$ cat config.mk
export PLATFORM = sky130hd
export DESIGN_NAME = menu_nav_ctrl
export DESIGN_NICKNAME = d
export VERILOG_FILES = /design/src/rtl/menu_nav_ctrl.sv
export SDC_FILE = /design/constraint.sdc
export NUM_CORES = 1
export LEC_CHECK = 0
export BUFFER_PORTS_ARGS = -buffer_cell sky130_fd_sc_hd__buf_2
export CAP_MARGIN = 30
export CORE_UTILIZATION = 55
export CTS_CLUSTER_SIZE = 10
export DETAILED_ROUTE_END_ITERATION = 8
export GPL_TIMING_DRIVEN = 0
export PLACE_DENSITY_LB_ADDON = 0.2
export SLEW_MARGIN = 20
export SYNTH_ARGS = -nofsm -noshare
export SYNTH_HDL_FRONTEND = slang
export SYNTH_SLANG_ARGS = --single-unit
$ cat constraint.sdc
create_clock -name clk -period 1.9 [get_ports clk]
set_clock_uncertainty 0.15 [all_clocks]
set_input_delay 0.285 -clock clk [delete_from_list [all_inputs] [get_ports clk]]
set_output_delay 0.285 -clock clk [all_outputs]
set_load 0.03 [all_outputs]
$ cat src/rtl/menu_nav_ctrl.sv
// Pushbutton navigation for the OLED menu: debounces up/down/centre/left and owns
// the selection index and active layer. Define MENU_AUTOREPEAT_EN for hold-to-repeat.
module menu_nav_ctrl #(
  parameter int NUM_ITEMS       = 6,
  parameter int DEBOUNCE_CYCLES = 50000,
  parameter int REPEAT_DELAY    = 3000000,
  parameter int REPEAT_PERIOD   = 1000000
) (
  input  logic       clk,
  input  logic       reset,
  input  logic       btnU,
  input  logic       btnD,
  input  logic       btnC,
  input  logic       btnL,
  output logic [3:0] state,
  output logic [3:0] layer,
  output logic       select_pulse,
  output logic       back_pulse,
  output logic       app_up,
  output logic       app_down
);

  // state  | meaning
  // MENU   | up/down move the selection index, centre opens the app
  // ENTER  | one cycle: layer <= index+1, strobe select_pulse
  // ACTIVE | up/down forwarded as app strobes, left leaves
  // EXIT   | one cycle: layer <= 0, strobe back_pulse
  typedef enum logic [1:0] {S_MENU, S_ENTER, S_ACTIVE, S_EXIT} fsm_t;

  localparam int              DB_W     = $clog2(DEBOUNCE_CYCLES);
  localparam logic [DB_W-1:0] DB_LOAD  = DB_W'(DEBOUNCE_CYCLES - 1);
  localparam logic [3:0]      LAST_IDX = 4'(NUM_ITEMS - 1);

  fsm_t            cur_st, nxt_st;
  logic [3:0]      raw, sync1, sync2, level, level_d, press;
  logic [DB_W-1:0] db_cnt [4];
  logic            up_step, dn_step;
  logic [3:0]      state_n, layer_n;
  logic            sel_n, back_n, up_n, dn_n;

  // bit order: 0 up, 1 down, 2 centre, 3 left
  assign raw = {btnL, btnC, btnD, btnU};

  always_ff @(posedge clk) begin
    if (reset) begin
      sync1   <= '0;
      sync2   <= '0;
      level   <= '0;
      level_d <= '0;
      press   <= '0;
      for (int i = 0; i < 4; i++) db_cnt[i] <= DB_LOAD;
    end else begin
      sync1   <= raw;
      sync2   <= sync1;
      level_d <= level;
      press   <= level & ~level_d;
      for (int i = 0; i < 4; i++) begin
        if (sync2[i] == level[i]) begin
          db_cnt[i] <= DB_LOAD;
        end else if (db_cnt[i] == '0) begin
          level[i]  <= ~level[i];
          db_cnt[i] <= DB_LOAD;
        end else begin
          db_cnt[i] <= db_cnt[i] - DB_W'(1);
        end
      end
    end
  end

`ifdef MENU_AUTOREPEAT_EN
  localparam int RP_W = $clog2(REPEAT_DELAY + REPEAT_PERIOD + 1);

  logic [RP_W-1:0] rep_cnt [2];
  logic [1:0]      rep_arm, rep_pulse;
  logic            fsm_change;

  assign fsm_change = (nxt_st != cur_st);

  // Armed on the press edge; any release or FSM transition drops the hold.
  always_ff @(posedge clk) begin
    if (reset) begin
      rep_arm   <= '0;
      rep_pulse <= '0;
      for (int i = 0; i < 2; i++) rep_cnt[i] <= '0;
    end else begin
      for (int i = 0; i < 2; i++) begin
        rep_pulse[i] <= 1'b0;
        if (!level[i] || fsm_change) begin
          rep_arm[i] <= 1'b0;
          rep_cnt[i] <= '0;
        end else if (!level_d[i]) begin
          rep_arm[i] <= 1'b1;
          rep_cnt[i] <= RP_W'(REPEAT_DELAY - 1);
        end else if (rep_arm[i]) begin
          if (rep_cnt[i] == '0) begin
            rep_pulse[i] <= 1'b1;
            rep_cnt[i]   <= RP_W'(REPEAT_PERIOD - 1);
          end else begin
            rep_cnt[i] <= rep_cnt[i] - RP_W'(1);
          end
        end
      end
    end
  end

  assign up_step = press[0] | rep_pulse[0];
  assign dn_step = press[1] | rep_pulse[1];
`else
  wire unused_repeat_cfg = ^{REPEAT_DELAY, REPEAT_PERIOD};

  assign up_step = press[0];
  assign dn_step = press[1];
`endif

  always_ff @(posedge clk) begin
    if (reset) cur_st <= S_MENU;
    else       cur_st <= nxt_st;
  end

  always_comb begin
    nxt_st = cur_st;
    case (cur_st)
      S_MENU:   if (press[2]) nxt_st = S_ENTER;
      S_ENTER:  nxt_st = S_ACTIVE;
      S_ACTIVE: if (press[3]) nxt_st = S_EXIT;
      S_EXIT:   nxt_st = S_MENU;
      default:  nxt_st = S_MENU;
    endcase
  end

  always_comb begin
    state_n = state;
    layer_n = layer;
    sel_n   = 1'b0;
    back_n  = 1'b0;
    up_n    = 1'b0;
    dn_n    = 1'b0;
    case (cur_st)
      S_MENU: begin
        if (!press[2]) begin
          if (up_step && !dn_step && state != 4'd0)
            state_n = state - 4'd1;
          else if (dn_step && !up_step && state != LAST_IDX)
            state_n = state + 4'd1;
        end
      end
      S_ENTER: begin
        layer_n = state + 4'd1;
        sel_n   = 1'b1;
      end
      S_ACTIVE: begin
        if (!press[3]) begin
          up_n = up_step;
          dn_n = dn_step;
        end
      end
      S_EXIT: begin
        layer_n = 4'd0;
        back_n  = 1'b1;
      end
      default: ;
    endcase
  end

  always_ff @(posedge clk) begin
    if (reset) begin
      state        <= '0;
      layer        <= '0;
      select_pulse <= 1'b0;
      back_pulse   <= 1'b0;
      app_up       <= 1'b0;
      app_down     <= 1'b0;
    end else begin
      state        <= state_n;
      layer        <= layer_n;
      select_pulse <= sel_n;
      back_pulse   <= back_n;
      app_up       <= up_n;
      app_down     <= dn_n;
    end
  end

endmodule

## Word level (Yosys, flattened, before mapping)

Memories as Yosys holds them, arrays and structs flattened.
Index checks and enable logic that the tools add are counted.

- Memories kept: 1
- Word-level logic and storage cells: 143
- Memory bits (writable): 64
- Bits of input ports: 6
- Output and inout port bits: 12
- Register bits after elaboration: 34

Memory list:

| memory | depth | bits a word | read ports | clocked after memory_dff | write ports | RTL line | source |
|---|---|---|---|---|---|---|---|
| db_cnt | 4 | 16 | 4 | 0 | 4 | 36 | `logic [DB_W-1:0] db_cnt [4];` |

- Reductions and logical operators: 21
- Muxes and demuxes: 66
- Bitwise operators: 24
- Equal/unequal tests: 10
- Add/sub/neg operators: 6

Operators with widths:

| cell | count |
|---|---|
| $mux 16 | 12 |
| $logic_not 16->1 | 4 |
| $sub 16x1->16 const B | 4 |
| $mux 1 | 48 |
| $or 1x1->1 | 12 |
| $not 1->1 | 10 |
| $reduce_and 2->1 | 5 |
| $mux 4 | 2 |
| $pmux 2 s4 | 1 |
| $pmux 4 s2 | 1 |
| $add 4x1->4 const B | 1 |
| $and 4x4->4 | 1 |
| $eq 1x1->1 | 4 |
| $eq 2x2->1 const B | 2 |
| $logic_and 1x1->1 | 4 |
| $mux 2 | 2 |
| $ne 2x2->1 const B | 2 |
| $ne 4x3->1 const B | 1 |
| $not 4->4 | 1 |
| $reduce_bool 2->1 | 2 |
| $reduce_bool 4->1 | 1 |
| $sub 4x1->4 const B | 1 |
| $reduce_and 3->1 | 1 |
| $reduce_or 3->1 | 1 |
| other kinds (3) | 4 |

## Depth between registers and ports, before layout

An unclocked memory read counts as a cell.

- Depth in word-level cells: 8
- Depth in mapped cells: 7
- Mapped depth without buffers: 6

## Worst setup path after synthesis

Ideal clock, no wire load.

- Kind: register to register
- Start: register state[0]
- End: register state[3]
- Library setup time: 121 ps
- Data arrival time: 1760 ps
- Buffers on the path: 0
- Cell stages (with the launch flop): 7
- Clock period less this slack: 2030 ps
- Slack: -130 ps
- Required time: 1629 ps
- Cells stage by stage: dfxtp_1 -> inv_1 -> ha_1 -> or4b_1 -> nand4_2 -> a21oi_1 -> mux2_2

- Word-level cells in the longest chain between the ends: 4
- Elaborated cells on any way between the ends: 10
- Classes of those cells: 2 x add/sub; 1 x eq/ne; 2 x mux; 5 x reduce/logical

RTL lines:

| item | RTL line | source |
|---|---|---|
| from (decl) | 15 | `output logic [3:0] state,` |
| from (signal assigned) | 174 | `state <= state_n;` |
| branches (longest 4 deep; another with $add 4x1->4) | n/a |  |

Parallel ways; which one is timed is not known. The select of a mux whose other input is x is not followed.
A chain may end at the register's enable or synchronous reset.

==> results by group <==
Run status
  • Run status: finished, violations left
  • Failing checks: negative setup slack

Logic synthesis
  • Synthesized cell area: roughly 0.0049 mm²
  • Yosys reg bits: 98
  • Dominant cell by count in the synthesized netlist: edfxtp_1
  • Portion of synthesized cell area occupied by the leading cell type: between 30% and 40%
  • Count of distinct cell types in the synthesized netlist: 48
  • Mapped Cells: 452
  • Most instantiated cells after synthesis: edfxtp_1 (64), nor2_1 (58), nand2_1 (47)
  • Count of yosys warnings during synthesis: 0
  • Top area cells in the synthesized netlist: edfxtp_1 (39%), dfxtp_1 (14%), xor2_1 (7.0%), nor2_1 (4.5%), ha_1 (3.9%)
  • Share of synthesized area occupied by flip-flops and latches: roughly 53%
  • Post-synthesis async set-or-reset flop share: 0%
  • Mean Syn Cell Area: approximately 11 µm²
  • Post-synthesis cell type with the largest combined area: edfxtp_1
  • Top flip-flop cell by instance count after synthesis: edfxtp_1
  • Post-synth EDFFs: between 60 and 70

Layout
  • Number of nets in the layout: approximately 600
  • Final antenna diode count: 0
  • Finished Layout Cells: approximately 700
  • Fraction of layout cells with a size suffix above 1: a little under a quarter
  • Area growth from synthesis to layout: 27.2%

CTS
  • Number of levels in the clock H-tree: 3
  • Buffer type at the clock tree root: clkbuf_8
  • Clock tree from TritonCTS: done
  • Number of buffers created by CTS: 9
  • Insertion delay of the later-clocked pin in the worst-skew pair: approximately 360 ps
  • Maximum clock path buffer count: 2
  • Clock sink count: approximately 100
  • Clk pin slew, worst setup/hold paths: 100 ps

Critical path
  • Launching element type of the critical path: register
  • Worst-path maximum fanout: 3
  • Critical Path Sink Type: register
  • Classification of the worst setup path: reg -> reg
  • Req. time, crit path: ~2000 ps
  • Worst Reg-to-Reg Cells: 5
  • Data arrival time of the worst path: about 2000 ps

Power and ir drop
  • Cell area power density: between 600 and 700 mW/mm²
  • Leak: roughly 2.2 nW
  • Final Power: about 4.1 mW
  • Maximum ir drop on the vdd rail: approximately 420 µV

Route
  • Sum of routed wire length over all layers: ~9500 µm
  • Number of iterations in the first detailed-routing pass: 4
  • Number of remaining DRC errors: 0
  • Post-detailed-route wirelength per cell: between 10 and 15 µm
  • Overall via count from detail_route: between 3000 and 4000
  • Average vias per placed instance: around 5.3
  • Number of routed nets with antenna violations: 0
  • Number of DRC markers after the initial detailed-route iteration: 130

Worst hold path
  • Hold Path Depth: 1
  • Worst hold-check path type: reg -> reg

STA
  • Final worst-path setup slack: -6.94 ps
  • Number of failing setup endpoints in the final timing report: 2
  • Minimum clock period: ~1900 ps
  • Part of the cycle the worst path needs: 100%
  • Final max-slew violation count: 0
  • Transition time at the pin with the least slew margin: 544 ps
  • Unrepaired setup endpoints after global routing: true
  • Timing-limited maximum frequency: 0.524 GHz
  • Normalized max-slew margin: ~63%
  • Fin. Hold Viols: 0
  • Setup tns final: -12.7 ps

Floorplan
  • Initial Util: 58.1%
  • Number of core rows: 33
  • Number of ports placed on the die boundary: 18
  • Die Wd: between 90 and 100 µm
  • Die Outline Area: approximately 0.0092 mm²
  • Core region area: 0.00838 mm²
  • Chip height: approximately 96 µm

Global route
  • Maximum number of pins on one net before global-route repair: 16
  • Overall fraction of global-route tracks in use: 20.7%
  • Global-route wire length before repair: between 10000 and 15000 µm
  • Remaining Overflow, GRT: 0
  • Vias in the first global route: between 3000 and 4000
  • Antenna violations before repair: 0

Flow run
  • Max-cap viol count: 0

Place
  • Port Buffer Count: 16
  • Final RePlAce weighted congestion: 0.846
  • DP Wirelength: just under 6000 µm
  • Post-Place Cells: approximately 640
==> final cells by class <==
cell class / count / area (µm²)
buffer: 7 / 35.0
multi-input combinational: 390 / 2710
tap: 105 / 131
clock buffer: 11 / 131
inverter: 16 / 60.1
fill: 596 / 2190
sequential: 98 / 2610
timing repair buffer: 64 / 465
clock inverter: 5 / 55.1
==> cells in the final DEF (no fill, tap or decap), drive strengths merged, types with 3 or more instances in the layout <==
cell,netlist,routed
edfxtp,64,64
nand2,47,47
and2,3,3
buf,3,62
nor3b,5,5
a2111oi,3,3
o31ai,3,3
nand4b,6,6
xor2,39,39
dlygate4sd3,0,4
nor4,14,14
or3,4,4
xnor2,19,19
ha,15,15
conb,1,64
nand3,19,19
nor3,14,14
mux2i,6,6
nor2,58,58
inv,16,16
or4,5,5
clkbuf,8,16
a21oi,6,6
dfxtp,34,34
nand4,14,14
nand3b,3,3
nor2b,19,19
o21ai,5,5
==> metrics by stage <==
stage	cell area, µm²	setup WS [ps]	utilization [%]	hold WS, ps
floorplan	5110	21.4	-	217
global placement	5320	-249	63.4	223
detailed placement	5320	-226	63.4	224
CTS	5800	-20.9	69.2	234
global route	6190	-76.6	73.8	249
finish	6190	-6.94	73.8	234
==> sequential cells by signal, summed over array words and instances, names as in the netlist <==
name and flops:
state 4, db_cnt 64, sync1 4, cur_st 2, level 4, app_up 1
app_down 1, level_d 4, layer 4, select_pulse 1, sync2 4, back_pulse 1
press 4
==> cell families (layout without fill, tap and decap cells) <==
family                   count (synthesis)  in the layout  synth area share [%]
AO/OA/AOI/OAI                           24             24                  3.24
flip-flops                              98             98                  53.5
AND/OR/NAND/NOR                        222            222                  25.2
multiplexers                             7              7                  1.47
buffers and inverters                   27            103                  2.21
other                                    1             64                0.0770
adder cells (fa/ha/maj)                 15             15                  3.86
XOR/XNOR                                58             58                  10.4
==> final timing paths <==
kind              endpoint          from  slack (ps)
max          db_cnt[0][12]  db_cnt[0][5]          -7
max reg2reg  db_cnt[0][12]  db_cnt[0][5]          -7
min reg2reg       press[2]    level_d[2]         230
min               press[2]    level_d[2]         230
==> layer usage <==
layer | up-vias | part of all wire (%) | track usage [%]
met5 | - | 0 | 0
met4 | 0 | 2.4 | 8.46
met3 | 23 | 3.1 | 4.66
met2 | 80 | 50 | 34.8
met1 | 1758 | 44 | 25.6
li1 | 1795 | - | -
==> worst max-delay path: stages, from the launching register on <==
cell and delay [ps]:
edfxtp_1 460, nor4_4 360, buf_4 170, nand3_4 80, or4_4 430, a21oi_2 120
==> timing repair <==
| action | CTS | global route |
|---|---|---|
| hold endpoints to repair | 4 | 0 |
| resized for setup | 24 | 49 |
| cloned | 0 | 0 |
| pin swaps | 7 | 26 |
| hold buffers | 4 | 0 |
| endpoints found under the setup margin | 66 | 67 |
| setup buffers | 20 | 25 |
==> power breakdown <==
part / internal (mW) / switching [mW] / total, mW
clock: 0.606 / 0.711 / 1.32
sequential: 2.35 / 0.0726 / 2.42
combinational: 0.149 / 0.249 / 0.398
Note: power is estimated with default switching activity, not from simulation.
